**config.mk**
```make
export PLATFORM = sky130hd
export DESIGN_NAME = ov7670_capture
export DESIGN_NICKNAME = d
export VERILOG_FILES = /design/src/rtl/ov7670_capture.sv
export SDC_FILE = /design/constraint.sdc
export NUM_CORES = 1
export LEC_CHECK = 0
export CAP_MARGIN = 20
export CORE_MARGIN = 4
export CORE_UTILIZATION = 50
export DETAILED_ROUTE_END_ITERATION = 10
export PLACE_DENSITY = 0.79
export SYNTH_ARGS = -nofsm -noshare
export SYNTH_HDL_FRONTEND = slang
export SYNTH_SLANG_ARGS = --single-unit
```
**constraint.sdc**
```tcl
create_clock -name pclk -period 2.5 [get_ports pclk]
set_input_delay 0.5 -clock pclk [delete_from_list [all_inputs] [get_ports pclk]]
set_output_delay 0.5 -clock pclk [all_outputs]
set_load 0.03 [all_outputs]
```
**src/rtl/ov7670_capture.sv**
```systemverilog
// OV7670 RGB444 capture: turns camera byte pairs into 12-bit pixels with linear frame-buffer addresses.
// Define CAPTURE_STATS_EN to add a captured-frame counter and a sticky line-length checker.
`timescale 1ns/1ps
module ov7670_capture #(
  parameter int H_PIXELS = 640,
  parameter int V_LINES  = 480
) (
  input  logic        pclk,
  input  logic        rst,
  input  logic        vsync,
  input  logic        href,
  input  logic [7:0]  d,
  output logic [18:0] addr,
  output logic [11:0] dout,
  output logic        we,
  output logic        frame_done,
  output logic [15:0] frame_count,
  output logic        line_err
);

  localparam int          FRAME_PIXELS = H_PIXELS * V_LINES;
  localparam logic [18:0] LAST_ADDR    = 19'(FRAME_PIXELS - 1);

  typedef enum logic [1:0] {IDLE, SYNC, CAPTURE} state_t;

  state_t      state_q, state_d;
  logic        vsync_r_q, vsync_r_d;
  logic        href_r_q, href_r_d;
  logic [7:0]  d_r_q, d_r_d;
  logic        second_q, second_d;
  logic [3:0]  red_q, red_d;
  logic        pend_q, pend_d;
  logic [11:0] pend_pix_q, pend_pix_d;
  logic [18:0] addr_q, addr_d;
  logic [11:0] dout_q, dout_d;
  logic        we_q, we_d;
  logic        full_q, full_d;
  logic        frame_done_q, frame_done_d;

  always_comb begin
    state_d      = state_q;
    vsync_r_d    = vsync;
    href_r_d     = href;
    d_r_d        = d;
    second_d     = second_q;
    red_d        = red_q;
    pend_d       = 1'b0;
    pend_pix_d   = pend_pix_q;
    addr_d       = addr_q;
    dout_d       = dout_q;
    we_d         = 1'b0;
    full_d       = full_q;
    frame_done_d = 1'b0;

    unique case (state_q)
      IDLE: begin
        second_d = 1'b0;
        if (vsync_r_q) state_d = SYNC;
      end
      SYNC: begin
        second_d = 1'b0;
        if (!vsync_r_q) state_d = CAPTURE;
      end
      CAPTURE: begin
        // vsync wins over any byte arriving on the same cycle
        if (vsync_r_q) begin
          state_d      = SYNC;
          frame_done_d = 1'b1;
          second_d     = 1'b0;
        end else if (href_r_q) begin
          if (!second_q) begin
            red_d    = d_r_q[3:0];
            second_d = 1'b1;
          end else begin
            pend_d     = 1'b1;
            pend_pix_d = {red_q, d_r_q};
            second_d   = 1'b0;
          end
        end else begin
          second_d = 1'b0;
        end
      end
      default: state_d = IDLE;
    endcase

    // Write stage: a completed pixel is emitted one cycle later unless the frame is full
    if (state_q == CAPTURE && !vsync_r_q && pend_q && !full_q &&
        !(we_q && addr_q == LAST_ADDR)) begin
      we_d   = 1'b1;
      dout_d = pend_pix_q;
    end

    if (we_q) begin
      if (addr_q == LAST_ADDR) full_d = 1'b1;
      else                     addr_d = addr_q + 19'd1;
    end

    if (state_d != CAPTURE) begin
      addr_d = '0;
      full_d = 1'b0;
    end
  end

  always_ff @(posedge pclk) begin
    if (rst) begin
      state_q      <= IDLE;
      vsync_r_q    <= 1'b0;
      href_r_q     <= 1'b0;
      d_r_q        <= '0;
      second_q     <= 1'b0;
      red_q        <= '0;
      pend_q       <= 1'b0;
      pend_pix_q   <= '0;
      addr_q       <= '0;
      dout_q       <= '0;
      we_q         <= 1'b0;
      full_q       <= 1'b0;
      frame_done_q <= 1'b0;
    end else begin
      state_q      <= state_d;
      vsync_r_q    <= vsync_r_d;
      href_r_q     <= href_r_d;
      d_r_q        <= d_r_d;
      second_q     <= second_d;
      red_q        <= red_d;
      pend_q       <= pend_d;
      pend_pix_q   <= pend_pix_d;
      addr_q       <= addr_d;
      dout_q       <= dout_d;
      we_q         <= we_d;
      full_q       <= full_d;
      frame_done_q <= frame_done_d;
    end
  end

  assign addr       = addr_q;
  assign dout       = dout_q;
  assign we         = we_q;
  assign frame_done = frame_done_q;

`ifdef CAPTURE_STATS_EN
  logic [15:0] frame_count_q, frame_count_d;
  logic [15:0] line_pix_q, line_pix_d;
  logic        href_d1_q, href_d1_d;
  logic        line_err_q, line_err_d;

  always_comb begin
    frame_count_d = frame_count_q;
    line_pix_d    = line_pix_q;
    href_d1_d     = href_r_q;
    line_err_d    = line_err_q;

    if (frame_done_d) frame_count_d = frame_count_q + 16'd1;

    // Count completed pixels per line and judge the total when href drops
    if (state_q != CAPTURE || vsync_r_q) begin
      line_pix_d = '0;
    end else if (href_d1_q && !href_r_q) begin
      if (line_pix_q != 16'(H_PIXELS)) line_err_d = 1'b1;
      line_pix_d = '0;
    end else if (pend_d && line_pix_q != 16'hFFFF) begin
      line_pix_d = line_pix_q + 16'd1;
    end
  end

  always_ff @(posedge pclk) begin
    if (rst) begin
      frame_count_q <= '0;
      line_pix_q    <= '0;
      href_d1_q     <= 1'b0;
      line_err_q    <= 1'b0;
    end else begin
      frame_count_q <= frame_count_d;
      line_pix_q    <= line_pix_d;
      href_d1_q     <= href_d1_d;
      line_err_q    <= line_err_d;
    end
  end

  assign frame_count = frame_count_q;
  assign line_err    = line_err_q;
`else
  assign frame_count = '0;
  assign line_err    = 1'b0;
`endif

endmodule

```
---- Yosys cells after proc, flatten, opt, wreduce, memory -nomap -nowiden ----
Cells that the tools add are included.
cells by class
  $add $sub $neg .......................... 1
  multipliers ............................. 0
  div/mod/pow operators ................... 0
  magnitude comparators ................... 0
  equality and inequality tests ........... 4
  shift operators ......................... 0
  muxes and demuxes ....................... 10
  bitwise operators ....................... 5
  reductions and logical operators ........ 19
operators by type and width
  kind                     number
  $add A19 B1 Y19 const B  1
  $eq A19 B19 Y1 const B   1
  $reduce_and A4 Y1        2
  $reduce_or A2 Y1         4
  $mux W1                  6
  $logic_and A1 B1 Y1      5
  $not A1 Y1               5
  $mux W2                  2
  $pmux W2 S2              1
  $reduce_and A2 Y1        2
  $reduce_or A4 Y1         1
  $logic_not A1 Y1         3
  $eq A2 B1 Y1 const B     1
  $eq A2 B2 Y1 const B     1
  $logic_not A2 Y1         1
  $ne A2 B2 Y1 const B     1
  $pmux W1 S2              1
  $reduce_bool A2 Y1       1
storage, ports and cells
  flip-flop bits (word level) ............. 64
  bits in latches ......................... 0
  memory bits (writable) .................. 0
  ROM bits ................................ 0
  input bits .............................. 12
  output and inout bits ................... 50
  logic and storage cells ................. 52
  memories ................................ 0

---- Longest topological paths before layout ----
  depth after elaboration ................. 6
  gate-level depth with buffers ........... 7
  gate-level depth less buffers ........... 5

---- Worst setup path after synthesis ----
No wires, ideal clock.
  path kind ............................... reg2reg
  start ................................... register addr_q[0], in the netlist addr[0]
  end ..................................... register addr_q[12], in the netlist addr[12]
  library setup time ...................... 0.070 ns
  arrival time ............................ 1.955 ns
  path slack .............................. 0.475 ns
  cell stages (with the launch flop) ...... 7
  buffers on the path ..................... 1
  cell sequence ........................... dfxtp_1 -> ha_1 -> nand4_1 -> or2_0 -> clkbuf_2 -> or4_1 -> a21oi_1
between the ends
  longest elaborated chain between the ends .. 3
ends and longest elaborated chain
  element                                                                  RTL line  RTL
  start: declaration                                                       34        logic [18:0] addr_q, addr_d;
  start signal: assignment                                                 128       addr_q <= addr_d;
  parallel branches: the longest is 3 deep, another holds $add A19 B1 Y19  n/a
Parallel ways; which one is timed is not known.
A chain may end at the register's enable or synchronous reset.

---- Worst setup path in the final report ----
  start ................................... register addr_q[4], in the netlist addr[4]
  end ..................................... output port addr[4]
RTL lines
  element           RTL line  RTL
  end: declaration  13        output logic [18:0] addr,
No word-level cell between the ends.

==> run_results.csv <==
group,metric,value,unit
drt,wl_per_cell,13.92,um
setup_path,cp_data_required_time,2.00,ns
setup_path,path_delay_family,"buffers and inverters",
setup_path,r2r-start,"addr[0]$_SDFFE_PP0P_",
logic_synthesis,synth_edf_count,0,
logic_synthesis,syn_area,2778,um^2
setup_path,critPathArrivalTime,1.54,ns
drt,top_layer,"met4",
place,port_buffers,44,
die,coreArea,5238,um^2
cts,clk_latency,0.33,ns
die,die_x,82.54,um
cts,clock_tree.root_cell,"clkbuf_8",
power,peakVddDrop,0.4422,mV
power,power_density,602.6,nW/um^2
setup_path,crit_fanout,7,
setup_path,critPathLaunchType,"register",
sta,slew_headroom,38.42,%
die,io_pins,62,
setup_path,crit_slowest_cell,"clkdlybuf4s50_1",
logic_synthesis,synth_seq_cells,64,
drt,wl,5665,um
power,p_leak,1.244,nW
logic_synthesis,synth.avg_cell_area,9.578,um^2
setup_path,critical_path_cell_count,1,
setup_path,worst_path_largest_cell_delay,0.73,ns
sta,drv_slew,0,
drt,first_pass_iters,4,
cts,hold_buffers,0,
layout,finalNetCount,346,
place,finalWeightedCongestion,0.8377,
cts,cts_tree,"yes",
cts,numCtsBuffers,9,
global_routing,grt_pass1_vias,1987,
sta,min_period,2.038,ns
sta,tightest_slew,0.9236,ns
setup_path,reg2reg_to,"dout[8]$_SDFFE_PP0P_",
layout,multiInputGateArea,1348,um^2
run_status,status,"finished, final reports clean",
logic_synthesis,syn_inst,290,
layout,layout.area.seq,1281,um^2
drt,wl_met1,2653,um
cts,cts_buffer_depth,2,
setup_path,ff2ff_path_depth,5,
hold_path,hold_depth,2,
logic_synthesis,yosysSeqAreaShare,46.13,%
sta,hold_viol,0,
sta,setup_viol,0,
cts,cts_sinks,64,
drt,ant_nets,0,
cts,post_cts.repair.setup_buffers,0,
drt,met3_length,362,um
sta,timing.fmax,0.4907,GHz
cts,ctsResizeCount,0,
logic_synthesis,synthArstFlopShare,0,%
sta,fin_tns_setup,0,ns
die,dieArea,6812,um^2
drt,dr_total_vias,2184,
sta,post-route-period-util,81.51,%
setup_path,critPathKind,"register to primary output",
drt,drt_iter0_drc,74,
global_routing,grt_antenna_before_repair,0,
layout,fin_util,64.84,%
setup_path,critPathBufInv,1,
die,start_util,53.03,%
global_routing,grt_max_degree,55,
sta,skew,0.007408,ns
die,die_h,82.54,um
job,drv_cap,0,
sta,rsz0062_at_grt,"false",
global_routing,grt_usage,18.17,%
hold_path,min_path_type,"register to register",
hold_path,hold-path-endpoint,"pend_pix_q[4]$_SDFFE_PP0P_",
global_routing,grt_pass1_wl,9390,um
setup_path,cp_cell_sequence,"clkdlybuf4s50_1",
global_routing,grt-ovfl-total,0,
setup_path,reg2reg_slack,0.50,ns
drt,drc,0,
drt,dr_wl_met2,2516,um
place,dp_hpwl,3855,um
logic_synthesis,synth_ff_type,"dfxtp_1",
setup_path,end_kind,"primary output",
cts,clk_pin_slew,0.06,ns
logic_synthesis,yosys_warnings,0,
layout,antenna_cells,0,
cts,cts_max_level,3,
hold_path,worstHoldStart,"d_r_q[4]$_SDFF_PP0_",
layout,final_layout_size_suffix_gt1_share,6.825,%
die,rows,26,
logic_synthesis,yosysUniqueCellTypes,45,
drt,viasPerCell,5.366,
layout,area_growth,22.25,%
layout,n_fill_cell,440,
==> metal layers <==
metal	track usage, %	up-vias
li1	-	1071
met2	26.76	85
met5	0	-
met1	24.09	1007
met4	9.314	0
met3	5.206	21
==> power breakdown <==
group | switching [mW] | internal (mW) | total, mW
combinational | 0.0583 | 0.0310 | 0.0893
clock | 0.367 | 0.553 | 0.920
sequential | 0.00665 | 1.03 | 1.04
==> worst register-to-register path: stages, from the launching register on <==
cell     delay (ns)
dfxtp_1        0.35
ha_1           0.27
nand4_1        0.20
nor2_1         0.10
a21oi_2        0.74
mux2i_1        0.27
==> final cells by class <==
class | count | share of cell area, %
Clock inverter | 4 | 2.063
Tap cell | 70 | 2.579
Timing Repair Buffer | 48 | 13.85
Clock buffer | 11 | 3.869
Multi-Input combinational cell | 208 | 39.68
Sequential cell | 64 | 37.73
Inverter | 2 | 0.2211
==> state kept, by name, summed over array words and instances, names as in the netlist <==
register,cells
addr,19
dout,12
pend_pix_q,12
d_r_q,8
red_q,4
state_q,2
frame_done,1
full_q,1
href_r_q,1
pend_q,1
second_q,1
vsync_r_q,1
we,1
==> layout by cell type, fill, tap and decap left out, drive strengths merged, types with 2 or more instances in the layout <==
cell,n
a2111o,2
a21oi,17
and2,2
and4,3
buf,4
bufinv,2
clkbuf,11
clkdlybuf4s50,44
clkinv,3
conb,17
dfxtp,64
mux2i,32
nand2,16
nand2b,25
nand3,3
nand4,10
nor2,24
nor2b,11
nor3,5
nor4,3
o21ai,6
o31ai,5
or2,3
or3,5
or4,6
xnor2,3
==> logic make-up (layout without fill, tap and decap cells) <==
kind of cell | Yosys count | in the layout | share of synthesized area, %
fa+ha+maj | 1 | 1 | 0.4504
mux | 32 | 32 | 11.53
compound gates | 33 | 33 | 7.207
other cells | 1 | 17 | 0.1350
xor+xnor | 3 | 3 | 0.9461
flops | 64 | 64 | 46.13
simple gates | 122 | 122 | 26.08
buf+inv | 34 | 65 | 7.522
==> synthesized netlist by cell type (2+ instances only) <==
cell | number | area (um^2)
nor3_1 | 4 | 20.02
o31ai_1 | 5 | 37.54
nor2_1 | 24 | 90.09
nand4_1 | 8 | 50.05
nand2b_1 | 25 | 156.4
mux2i_1 | 32 | 320.3
nand2_1 | 16 | 60.06
nor2b_1 | 11 | 68.82
or4_1 | 6 | 45.04
nand3_1 | 3 | 15.01
a2111o_1 | 2 | 22.52
dfxtp_1 | 64 | 1281
buf_6 | 2 | 22.52
clkbuf_1 | 11 | 41.29
nor4_1 | 2 | 12.51
xnor2_1 | 3 | 26.28
buf_4 | 17 | 127.6
or2_0 | 2 | 12.51
or3_1 | 5 | 31.28
o21ai_0 | 3 | 15.01
o21ai_1 | 3 | 15.01
a21oi_1 | 16 | 80.08
nand4_2 | 2 | 25.02
and4_1 | 3 | 26.28
==> worst max path at each step <==
stage                    startpoint                    end  slack (ns)
3_5_place_dp                    rst   addr[3]$_SDFFE_PP0P_        0.42
2_1_floorplan  addr[0]$_SDFFE_PP0P_  addr[12]$_SDFFE_PP0P_        0.47
6_report       addr[4]$_SDFFE_PP0P_                addr[4]        0.46
4_1_cts        addr[3]$_SDFFE_PP0P_                addr[3]        0.46
3_3_place_gp                    rst   addr[3]$_SDFFE_PP0P_        0.46
5_1_grt        addr[0]$_SDFFE_PP0P_   dout[6]$_SDFFE_PP0P_        0.30
==> metrics by stage <==
| step | std cells | hold slack [ns] | worst slack [ns] | instance area (um^2) | power (mW) |
|---|---|---|---|---|---|
| floorplan | 306 | 0.4365 | 0.4749 | 2838 | 1.143 |
| global placement | 392 | 0.4418 | 0.4567 | 3194 | 1.147 |
| detailed placement | 392 | 0.4552 | 0.4201 | 3194 | 1.148 |
| CTS | 407 | 0.4709 | 0.4561 | 3396 | 2.064 |
| global route | 407 | 0.4926 | 0.3050 | 3396 | 2.129 |
| finish | 407 | 0.4636 | 0.4622 | 3396 | 2.046 |
(Power assumes the default switching activity.)
